--- config.mk ---
export PLATFORM = sky130hd
export DESIGN_NAME = frame_fetch_flat
export DESIGN_NICKNAME = d
export VERILOG_FILES = /design/src/rtl/frame_fetch_if.sv /design/src/rtl/frame_fetch.sv /design/src/flat_wrapper.sv
export SDC_FILE = /design/constraint.sdc
export NUM_CORES = 1
export LEC_CHECK = 0
export ABC_AREA = 1
export BUFFER_PORTS_ARGS = -buffer_cell sky130_fd_sc_hd__buf_4
export CAP_MARGIN = 40
export CORE_MARGIN = 2
export CORE_UTILIZATION = 55
export DETAILED_ROUTE_END_ITERATION = 8
export GPL_TIMING_DRIVEN = 0
export PLACE_DENSITY = 0.88
export SYNTH_ARGS = -nofsm -noshare
export SYNTH_HDL_FRONTEND = slang
export SYNTH_SLANG_ARGS = --single-unit
--- constraint.sdc ---
create_clock -name clk -period 2.3 [get_ports clk]
set_input_delay 0.46 -clock clk [delete_from_list [all_inputs] [get_ports clk]]
set_output_delay 0.46 -clock clk [all_outputs]
set_load 0.005 [all_outputs]
--- src/rtl/frame_fetch_if.sv ---
// frame_fetch_if: vsync, data-memory read port, shadow-buffer write port and cpu status signals
interface frame_fetch_if #(
    parameter int DATA_WIDTH = 13
);
    logic                  vsync;
    logic [DATA_WIDTH-1:0] mem_addr;
    logic [15:0]           mem_din;
    logic                  buf_we;
    logic [DATA_WIDTH-1:0] buf_addr;
    logic [15:0]           buf_dout;
    logic                  resume;
    logic                  busy;
    logic                  overrun;

    modport master (
        input  vsync, mem_din,
        output mem_addr, buf_we, buf_addr, buf_dout, resume, busy, overrun
    );

    modport slave (
        output vsync, mem_din,
        input  mem_addr, buf_we, buf_addr, buf_dout, resume, busy, overrun
    );
endinterface

--- src/rtl/frame_fetch.sv ---
// frame_fetch: copies COUNT data-memory words into the shadow buffer on each vsync, then pulses resume
module frame_fetch #(
    parameter int DATA_WIDTH = 13,
    parameter int BASE_ADDR  = 0,
    parameter int COUNT      = 320
) (
    input logic           clk,
    input logic           reset,
    frame_fetch_if.master bus
);
    typedef enum logic [1:0] {IDLE, READ, DRAIN, RESUME} state_t;

    localparam logic [DATA_WIDTH-1:0] BASE = DATA_WIDTH'(BASE_ADDR);
    localparam logic [DATA_WIDTH-1:0] LAST = DATA_WIDTH'(COUNT - 1);

    state_t                state;
    logic [DATA_WIDTH-1:0] idx;

    // Memory data arrives one cycle after its address, which is exactly when buf_we is up, so it passes straight through.
    assign bus.buf_dout = bus.buf_we ? bus.mem_din : '0;

    // Copy sequencer: address issue, write strobe one cycle behind, resume pulse, sticky overrun.
    always_ff @(posedge clk or posedge reset) begin
        if (reset) begin
            state        <= IDLE;
            idx          <= '0;
            bus.mem_addr <= BASE;
            bus.buf_we   <= 1'b0;
            bus.buf_addr <= '0;
            bus.resume   <= 1'b0;
            bus.busy     <= 1'b0;
            bus.overrun  <= 1'b0;
        end else begin
            if (bus.vsync && state != IDLE) bus.overrun <= 1'b1;
            case (state)
                IDLE: begin
                    if (bus.vsync) begin
                        state        <= READ;
                        idx          <= '0;
                        bus.mem_addr <= BASE;
                        bus.busy     <= 1'b1;
                    end
                end
                READ: begin
                    bus.buf_we   <= 1'b1;
                    bus.buf_addr <= idx;
                    if (idx == LAST) begin
                        state        <= DRAIN;
                        bus.mem_addr <= BASE;
                    end else begin
                        idx          <= idx + 1'b1;
                        bus.mem_addr <= BASE + idx + 1'b1;
                    end
                end
                DRAIN: begin
                    bus.buf_we <= 1'b0;
                    bus.resume <= 1'b1;
                    state      <= RESUME;
                end
                default: begin
                    bus.resume <= 1'b0;
                    bus.busy   <= 1'b0;
                    idx        <= '0;
                    state      <= IDLE;
                end
            endcase
        end
    end

    // The copy window must fit in the address space without wrapping.
    always_ff @(posedge clk)
        assert (COUNT >= 1 && BASE_ADDR + COUNT <= (1 << DATA_WIDTH))
        else $error("frame_fetch: BASE_ADDR+COUNT exceeds the address space");
endmodule

--- src/flat_wrapper.sv ---
// flat-port wrapper written by rule: the top's interface ports become plain ports
module frame_fetch_flat 
#(
    parameter int DATA_WIDTH = 13,
    parameter int BASE_ADDR  = 0,
    parameter int COUNT      = 320
)
  (clk, reset, bus_vsync, bus_mem_din, bus_mem_addr, bus_buf_we, bus_buf_addr, bus_buf_dout, bus_resume, bus_busy, bus_overrun);
  frame_fetch_if #(.DATA_WIDTH(DATA_WIDTH)) bus_i ();
  input logic clk;
  input logic reset;
  input wire logic [$bits(bus_i.vsync)-1:0] bus_vsync;
  input wire logic [$bits(bus_i.mem_din)-1:0] bus_mem_din;
  output wire logic [$bits(bus_i.mem_addr)-1:0] bus_mem_addr;
  output wire logic [$bits(bus_i.buf_we)-1:0] bus_buf_we;
  output wire logic [$bits(bus_i.buf_addr)-1:0] bus_buf_addr;
  output wire logic [$bits(bus_i.buf_dout)-1:0] bus_buf_dout;
  output wire logic [$bits(bus_i.resume)-1:0] bus_resume;
  output wire logic [$bits(bus_i.busy)-1:0] bus_busy;
  output wire logic [$bits(bus_i.overrun)-1:0] bus_overrun;
  assign bus_i.vsync = bus_vsync;
  assign bus_i.mem_din = bus_mem_din;
  assign bus_mem_addr = bus_i.mem_addr;
  assign bus_buf_we = bus_i.buf_we;
  assign bus_buf_addr = bus_i.buf_addr;
  assign bus_buf_dout = bus_i.buf_dout;
  assign bus_resume = bus_i.resume;
  assign bus_busy = bus_i.busy;
  assign bus_overrun = bus_i.overrun;
  frame_fetch #(.DATA_WIDTH(DATA_WIDTH), .BASE_ADDR(BASE_ADDR), .COUNT(COUNT)) u_core (.clk(clk), .reset(reset), .bus(bus_i));
endmodule
* Word level (Yosys, flattened, before mapping)
Index checks and enable logic that the tools add are counted.
Word-level totals: register bits after elaboration 45, latch bits 0, RAM bits 0, bits in read-only memories 0, input port bits 19, output and inout port bits 46, logic and storage cells 41, memories 0
Cells by class: add/sub/neg operators 1, multipliers 0, div/mod/pow operators 0, magnitude comparators 0, eq/ne operators 6, shift-type cells 0, mux-type cells 13, bitwise gates (word level) 2, reduce and logical (&&, ||, !) cells 11
Operators with widths (number):
- 2-to-1 mux 13 bit | 3
- one-hot mux 13 bit (3 select lines) | 1
- one-hot mux 13 bit (2 select lines) | 1
- 2-to-1 mux 16 bit | 1
- adder 13 x 1 -> 13 bit (second input constant) | 1
- == test 13 x 9 -> 1 bit (second input constant) | 1
- one-hot mux 1 bit (2 select lines) | 3
- one-hot mux 2 bit (3 select lines) | 1
- AND reduction 2 bit | 3
- nonzero test 2 bit | 3
- 2-to-1 mux 2 bit | 2
- inequality test 2 bit (second input constant) | 2
- OR reduction 2 bit | 2
- AND reduction 3 bit | 1
- == test 2 x 1 -> 1 bit (second input constant) | 1
- == test 2 bit (second input constant) | 1
- zero test 2 bit | 1
- inequality test 2 x 1 -> 1 bit (second input constant) | 1
- inverter 1 bit | 2
- logical AND 1 bit | 1
- 2-to-1 mux 1 bit | 1

* Depth between registers and ports, before layout
Gate-level depths: netlist of the first run.
word-level depth 4, gate-level depth with buffers 9, mapped depth without buffers 9

* Worst setup path after synthesis of the first run
OpenSTA, ideal clock, no wires.
path kind register to register, start point register u_core.state[0], end point register u_core.idx[8], setup time 0.116 ns, arrival time 1.385 ns, data required time 2.184 ns, path slack 0.799 ns, stages on the path, launching flop included 10, buffers on the path 1, period minus slack after synthesis 1.501 ns, cells stage by stage dfrtp_1 inv_1 ha_1 inv_1 nor2_1 nor2_1 nand2_2 buf_6 nand2_1 nand2_1
Between the ends: word-level cells in the longest chain between the ends 3, elaborated cells on any way between the ends 8, classes of those cells eq/ne (4); mux (1); bitwise (1); reduce/logical (2)
RTL lines:
- from (decl) | line frame_fetch.sv:16 | state_t state;
- from (signal assigned) | line frame_fetch.sv:25 | state <= IDLE;
- from (signal assigned) | line frame_fetch.sv:38 | state <= READ;
- from (signal assigned) | line frame_fetch.sv:48 | state <= DRAIN;
- == test 2 x 1 -> 1 bit (tied with other cells) | line frame_fetch.sv:35 | case (state)
- inequality test 2 bit (no source line) / inverter 1 bit (equally long branches)
- AND reduction 3 bit (no source line)
- to (signal assigned) | line frame_fetch.sv:51 | idx <= idx + 1'b1;
- to (decl) | line frame_fetch.sv:17 | logic [DATA_WIDTH-1:0] idx;
Several ways; a longest one is shown, not always the timed one. A chain may end at the register's enable or synchronous reset.

* Final worst setup path of the first run
start point register u_core.bus.buf_we, end point output port bus_buf_dout[8]
Between the ends: word-level cells in the longest chain between the ends 1
RTL lines:
- from (decl) | line frame_fetch_if.sv:17 | output mem_addr, buf_we, buf_addr, buf_dout, resume, busy, overrun
- from (signal assigned) | line frame_fetch.sv:28 | bus.buf_we <= 1'b0;
- from (signal assigned) | line frame_fetch.sv:45 | bus.buf_we <= 1'b1;
- from (signal assigned) | line frame_fetch.sv:56 | bus.buf_we <= 1'b0;
- 2-to-1 mux 16 bit | line frame_fetch.sv:20 | assign bus.buf_dout = bus.buf_we ? bus.mem_din : '0;
- to (decl) | line flat_wrapper.sv:17 | output wire logic [$bits(bus_i.buf_dout)-1:0] bus_buf_dout;
Every way passes these cells.

==> results of run 1 <==
[worst max path at each step]
stage               cells after the start                                  to                          start
finish                                  5                     bus_buf_dout[8]  u_core.bus.buf_we$_DFFE_PP0N_
global route                            5                     bus_buf_dout[4]  u_core.bus.buf_we$_DFFE_PP0N_
CTS                                     5                     bus_buf_dout[8]  u_core.bus.buf_we$_DFFE_PP0N_
detailed placement                      9           u_core.idx[8]$_DFFE_PP0P_    u_core.state[0]$_DFFE_PP0P_
global placement                        2  u_core.bus.buf_addr[2]$_DFFE_PP0P_                          reset
floorplan                               1  u_core.bus.buf_addr[0]$_DFFE_PP0P_                          reset
[stage by stage]
stage | cell area [um2] | cells | power [W] | setup WS (ps) | hold slack, ps
detailed placement | 2810 | 413 | 0.00203 | 477 | 464
CTS | 2930 | 421 | 0.00266 | 254 | 141
floorplan | 2250 | 298 | 0.00162 | 781 | 451
global placement | 2790 | 412 | 0.00199 | 238 | 447
global route | 2930 | 421 | 0.00282 | 83.6 | 152
finish | 2930 | 421 | 0.00265 | 253 | 127
[layer usage]
metal  global-route usage (%)  up-vias
met5                        0        -
met4                     9.75        0
met3                     6.41       13
met2                     41.0       58
met1                     30.5     1015
li1                         -     1048
[sequential cells by signal, summed over array words and instances, names as in the netlist]
name,cells
u_core.bus.buf_addr,13
u_core.bus.buf_we,1
u_core.bus.busy,1
u_core.bus.mem_addr,13
u_core.bus.overrun,1
u_core.bus.resume,1
u_core.idx,13
u_core.state,2
[cells by family after synthesis]
| kind of cell | count (synthesis) | share of synthesized area [%] |
|---|---|---|
| mux | 1 | 0.501 |
| flops | 45 | 50.1 |
| compound gates | 21 | 4.79 |
| simple gates | 180 | 33.4 |
| fa+ha+maj | 4 | 2.23 |
| xor+xnor | 3 | 1.17 |
| buf+inv | 44 | 7.79 |
[where the power goes]
| group | total (W) | switching, W | internal, W |
|---|---|---|---|
| clock network | 0.000625 | 0.000271 | 0.000354 |
| registers | 0.000942 | 0.0000603 | 0.000882 |
| logic | 0.00108 | 0.000657 | 0.000423 |
[cell usage after synthesis]
library cell	n
nand2_1	136
dfrtp_1	45
inv_1	37
nor2_1	19
o21ai_0	17
nand3_1	13
clkbuf_1	4
ha_1	4
a21oi_1	3
nand2_2	3
nand4_1	3
xor2_1	3
buf_2	2
nor2_4	2
a21o_1	1
buf_6	1
mux2_2	1
nand3_2	1
nand4_4	1
nor2_2	1
or2_2	1
[area by class of cell]
type | count | share of cell area (%)
plain buffers | 7 | 1.24
clock buffers | 7 | 2.95
clock inverters | 1 | 1.03
inverters | 37 | 4.75
multi-input cells | 209 | 32.3
flip-flops and latches | 45 | 38.5
well taps | 50 | 2.14
repair buffers | 65 | 17.1
==> results.tsv, run 1 <==
stage	metric	value	unit
routing	DRT Wirelength	5380	um
cts	post-CTS setup buffers	0	
final_layout	area growth from synthesis to final layout	30.2	%
cts	clock-pin slew on the worst setup and hold paths	80	ps
place	detailed-placement wirelength estimate	4010	um
cts	# clock sinks	45	
synthesis	Seq cells post-synth	45	
worst_setup_path	Worst setup SP type	flop	
worst_setup_path	CP Max Fanout	10	
global_route	initial antenna violation count	0	
routing	first-pass iteration count of the detailed router	4	
floorplan	Ports	65	
synthesis	Synth Instances	298	
final_layout	utilization after layout	73.7	%
cts	clk_lat worst skew	310	ps
final_layout	Register Area	1130	um2
sta	clock period minus final worst setup slack	2050	ps
worst_setup_path	R2R cell count	9	
sta	Slew Viols, Final	0	
worst_setup_path	cell mode on critical path	clkbuf_1	
final_layout	Multi-input gate area	946	um2
global_route	first-pass GRT wire length	8510	um
worst_setup_path	reg2reg setup slack	410	ps
final_layout	share of layout cells above drive strength 1	23.2	%
floorplan	die width	67.9	um
cts	H-Tree Depth	2	
worst_setup_path	Max stage delay on crit path	360	ps
synthesis	Synth Warn #	0	
final_layout	nets	393	
routing	top layer in use	met4	
synthesis	area leader, netlist	dfrtp_1	
run_status	outcome	completed	
synthesis	top cells by area, synth	dfrtp_1 50%, nand2_1 23%, inv_1 6.2%, o21ai_0 3.8%, nor2_1 3.2%	
routing	wl on met1	2240	um
synthesis	Syn Nets	321	
worst_hold_path	hold crit path type	in2async	
final_layout	Antenna diodes	0	
final_layout	fill count	307	
floorplan	FP Rows	23	
place	GP Congestion	0.915	
global_route	vias in the first global route	1910	
worst_setup_path	delay-heaviest family, CP	buffers and inverters	
pwr	power per cell area	905	nW/um2
sta	pin slew with the least headroom to its limit	498	ps
worst_setup_path	worst r2r dst	u_core.idx[7]$_DFFE_PP0P_	
routing	WL/cell	12.8	um
final_layout	commonest non-fill, non-tap cells in the layout	136 x nand2_1, 64 x buf_4, 45 x dfrtp_1	
synthesis	Yosys cell types	21	
sta	worst rel slew slack	66.7	%
final_layout	leading cell type in the layout, fill and taps excluded	nand2_1	
sta	f_max	0.488	GHz
floorplan	die height	67.9	um
cts	clock buffer count from CTS	5	
worst_setup_path	cell chain of the critical path	clkbuf_1 > clkbuf_1 > nand2_1 > inv_1 > buf_4	
sta	skew final	8.87	ps
synthesis	average size of a mapped cell	7.54	um2
pwr	Leakage	1.69	nW
worst_setup_path	Worst EP arrival	1590	ps
sta	Setup violations, final	0	
worst_setup_path	Worst Path Buf+Inv	4	
synthesis	post-synthesis sequential area ratio	50.1	%
worst_setup_path	Setup crit end kind	output port	
sta	final hold viol count	0	
floorplan	initial core utilization	56.6	%
routing	Vias/cell	5.07	
sta	period utilization	89.0	%
routing	Antenna Violating Nets Remaining	0	
synthesis	area share of the largest cell type after synthesis	50.1	%
floorplan	die area	4610	um2
synthesis	post-synthesis cell area	2250	um2
cts	CTS tree	yes	
cts	clock buffer depth	2	
floorplan	area of the core	3970	um2
global_route	gr usage total	24.6	%
sta	RSZ-0062 raised after global routing	no	
cts	Post-CTS Hold Buffers	0	
cts	clock root buffer	clkbuf_8	
run	max_cap viols	0	
sta	setup TNS	0	ps
cts	CTS resizes	0	
place	IO buf count	64	
worst_setup_path	Slowest cell on crit path	dfrtp_1	
routing	# DRC	0	
global_route	GRT Residual Overflow	0	
routing	WL met2	2790	um
routing	drt initial violations	143	
worst_setup_path	Worst Path Required	1840	ps
global_route	largest net degree at the start of global routing	30	
worst_setup_path	critical path type	reg2out	
worst_setup_path	reg2reg start	u_core.state[0]$_DFFE_PP0P_	
routing	Met3 Routed Length	252	um
pwr	peak supply drop	0.752	mV
routing	vias	2134	
(Power assumes the default switching activity.)
==> run 2: changes to the inputs <==
--- a/config.mk
+++ b/config.mk
@@ -5,14 +5,13 @@
 export SDC_FILE = /design/constraint.sdc
 export NUM_CORES = 1
 export LEC_CHECK = 0
-export ABC_AREA = 1
 export BUFFER_PORTS_ARGS = -buffer_cell sky130_fd_sc_hd__buf_4
 export CAP_MARGIN = 40
 export CORE_MARGIN = 2
-export CORE_UTILIZATION = 55
+export CORE_UTILIZATION = 56
 export DETAILED_ROUTE_END_ITERATION = 8
 export GPL_TIMING_DRIVEN = 0
-export PLACE_DENSITY = 0.88
+export PLACE_DENSITY = 0.89
 export SYNTH_ARGS = -nofsm -noshare
 export SYNTH_HDL_FRONTEND = slang
 export SYNTH_SLANG_ARGS = --single-unit
==> results.tsv, run 2 <==
stage	metric	value	unit	change
synthesis	area leader, netlist	dfrtp_1		
final_layout	Layout Cells excl Fill	358		-15%
synthesis	average size of a mapped cell	9.74	um2	+29%
worst_setup_path	CP Max Fanout	9		-1
cts	clock buffer depth	2		unchanged
worst_setup_path	delay-heaviest family, CP	simple AND/OR/NAND/NOR gates		
pwr	Leakage	1.40	nW	-17%
pwr	power per cell area	906	nW/um2	+0.21%
cts	clock buffer count from CTS	5		unchanged
sta	pin slew with the least headroom to its limit	544	ps	+46.6 ps
routing	Antenna Violating Nets Remaining	0		unchanged
cts	clock root buffer	clkbuf_8		
sta	f_max	0.442	GHz	-9.5%
worst_setup_path	Setup crit end kind	flop		
place	Placed Cells	352		-15%
global_route	initial antenna violation count	0		unchanged
global_route	first-pass GRT wire length	8530	um	+0.25%
routing	WL/cell	15.4	um	+21%
synthesis	area share of the largest cell type after synthesis	48.8	%	-1.3 points
worst_hold_path	hold crit path type	in2async		
global_route	vias in the first global route	1843		-3.5%
worst_setup_path	cell chain of the critical path	buf_6 > or4b_4 > or4_4 > buf_6 > and2_4 > a221o_1		
global_route	largest net degree at the start of global routing	25		-17%
synthesis	ys async rst share	100	%	unchanged
routing	first-pass iteration count of the detailed router	4		unchanged
routing	DRT Wirelength	5530	um	+2.8%
routing	drt initial violations	106		-26%
synthesis	Yosys cell types	40		+90%
run	max_cap viols	0		unchanged
synthesis	post-synthesis sequential area ratio	48.8	%	-1.3 points
cts	# clock sinks	45		unchanged
synthesis	commonest cells in the netlist	45 x dfrtp_1, 28 x nand2_1, 16 x and2_1, 16 x o21ai_0		
final_layout	commonest non-fill, non-tap cells in the layout	64 x buf_4, 44 x dfrtp_1, 28 x nand2_1		
synthesis	Synth Warn #	0		unchanged
sta	skew final	5.13	ps	-3.74 ps
cts	post-CTS setup buffers	0		unchanged
floorplan	FP Rows	23		unchanged
sta	worst rel slew slack	63.6	%	-3.1 points
place	Placement Setup Slack	21.4	ps	-456 ps
routing	vias	2017		-5.5%
final_layout	Top Registers	u_core.bus.buf_addr (13), u_core.bus.mem_addr (13), u_core.idx (13)		
sta	clock period minus final worst setup slack	2260	ps	+215 ps
floorplan	die width	68.2	um	+0.42%
floorplan	die height	68.2	um	+0.42%
final_layout	area growth from synthesis to final layout	31.0	%	
routing	# DRC	0		unchanged
synthesis	top-count cell post-synth	dfrtp_1		
worst_setup_path	cell mode on critical path	buf_6		
cts	CTS tree	yes		
pwr	peak supply drop	0.563	mV	-25%
synthesis	Seq cells post-synth	45		unchanged
sta	setup TNS	0	ps	unchanged
floorplan	initial core utilization	58.1	%	+1.5 points
place	IO buf count	64		unchanged
sta	period utilization	98.4	%	+9.3 points
synthesis	Synth Instances	237		-20%
sta	Final WS setup	37.7	ps	-215 ps
cts	clock-pin slew on the worst setup and hold paths	80	ps	about the same
sta	Setup violations, final	0		unchanged
final_layout	nets	330		-16%
synthesis	Syn Nets	260		-19%
sta	Slew Viols, Final	0		unchanged
routing	Vias/cell	5.63		+11%
floorplan	Ports	65		unchanged
worst_setup_path	Max stage delay on crit path	530	ps	+170 ps
synthesis	ys flop type	dfrtp_1		
cts	clk_lat worst skew	300	ps	about the same
global_route	gr usage total	25.2	%	+0.59 points
synthesis	top cells by area, synth	dfrtp_1 49%, nand2_1 4.6%, mux2_2 4.4%, and2_1 4.3%, o21ai_0 3.5%		
synthesis	post-synthesis cell area	2310	um2	+2.7%
sta	RSZ-0062 raised after global routing	no		
cts	H-Tree Depth	2		unchanged
final_layout	leading cell type in the layout, fill and taps excluded	buf_4		
worst_setup_path	Worst setup SP type	flop		
worst_setup_path	Worst Path Buf+Inv	2		-2
global_route	GRT Residual Overflow	0		unchanged
run_status	outcome	completed		
worst_setup_path	Worst Path Required	2490	ps	+650 ps
floorplan	area of the core	3970	um2	unchanged
place	GP Congestion	0.892		-2.6%
final_layout	share of layout cells above drive strength 1	31.5	%	+8.3 points
sta	final hold viol count	0		unchanged
place	detailed-placement wirelength estimate	4080	um	+1.7%
worst_setup_path	Slowest cell on crit path	or4b_4		
final_layout	Antenna diodes	0		unchanged
worst_setup_path	Worst EP arrival	2450	ps	+860 ps
synthesis	Post-synth EDFFs	0		unchanged
worst_setup_path	critical path type	reg2reg		
floorplan	die area	4650	um2	+0.84%
run 2: cell types whose count changed in the layout (fill, tap and decap cells not counted), sizes merged, moves of 9 or more:
cell   previous run  this run
nand2           139        28
inv              37        13
and2              0        17
nor2             22         8
nor3              0         9
run 2: timing repair:
item                       in CTS  in global routing
gates resized for setup         1                  6
hold buffers                    0                  0
setup endpoints to repair       1                 14
pin swaps                       0                  0
run 2: where the power goes:
group	switching (W)	internal, W	total, W
Sequential	0.0000698	0.000879	0.000949
Clock	0.000271	0.000431	0.000702
Combinational	0.000644	0.000446	0.00109
Total	0.000984	0.00176	0.00274
run 2: cell type report:
type	instances	area, um2
Fill cell	270	947
Clock buffer	5	68.8
Inverter	13	48.8
Timing Repair Buffer	65	508
Buffer	16	83.8
Sequential cell	45	1130
Tap cell	50	62.6
Clock inverter	3	65.1
Multi-Input combinational cell	161	1060
run 2: layer usage:
layer | track usage (%) | vias to the layer above | part of all wire [%]
met2 | 42.0 | 92 | 49
met4 | 9.75 | 0 | 1.8
met1 | 32.4 | 955 | 41
met5 | 0 | - | 0
li1 | - | 960 | -
met3 | 5.10 | 10 | 8.1
run 2: worst reg2reg max path, delay by kind of cell (launching register included):
family | cells | cell delay [ps]
simple gates | 3 | 1190
flops | 1 | 380
compound gates | 1 | 310
buf+inv | 2 | 280
run 2: cells by family after synthesis:
kind of cell,Yosys count,synth area share [%]
compound gates,47,13.5
fa+ha+maj,4,2.17
simple gates,85,18.9
flops,45,48.8
mux,15,6.99
xor+xnor,10,3.79
buf+inv,31,5.85
run 2: final timing paths:
kind / startpoint / end / slack [ps] / depth (start not counted)
max in group asynchronous: reset / u_core.idx[0]$_DFFE_PP0P_ / 1630 / 3
min in group clk: bus_vsync / u_core.bus.overrun$_DFFE_PP0P_ / 410 / 2
worst max register to register: u_core.idx[7]$_DFFE_PP0P_ / u_core.idx[2]$_DFFE_PP0P_ / 40 / 6
worst min register to register: u_core.bus.overrun$_DFFE_PP0P_ / u_core.bus.overrun$_DFFE_PP0P_ / 480 / 1
worst min-delay path: reset / u_core.bus.busy$_DFFE_PP0P_ / 190 / 2
worst max-delay path: u_core.idx[7]$_DFFE_PP0P_ / u_core.idx[2]$_DFFE_PP0P_ / 40 / 6
run 2: stage by stage:
stage | utilization [%] | hold slack (ps) | power (W) | cell area [um2]
3_3_place_gp | 71.8 | 441 | 0.00199 | 2850
4_1_cts | 75.9 | 202 | 0.00274 | 3020
2_1_floorplan | - | 451 | 0.00163 | 2310
6_report | 76.1 | 186 | 0.00274 | 3020
5_1_grt | 76.1 | 224 | 0.00290 | 3020
3_5_place_dp | 72.5 | 458 | 0.00203 | 2880
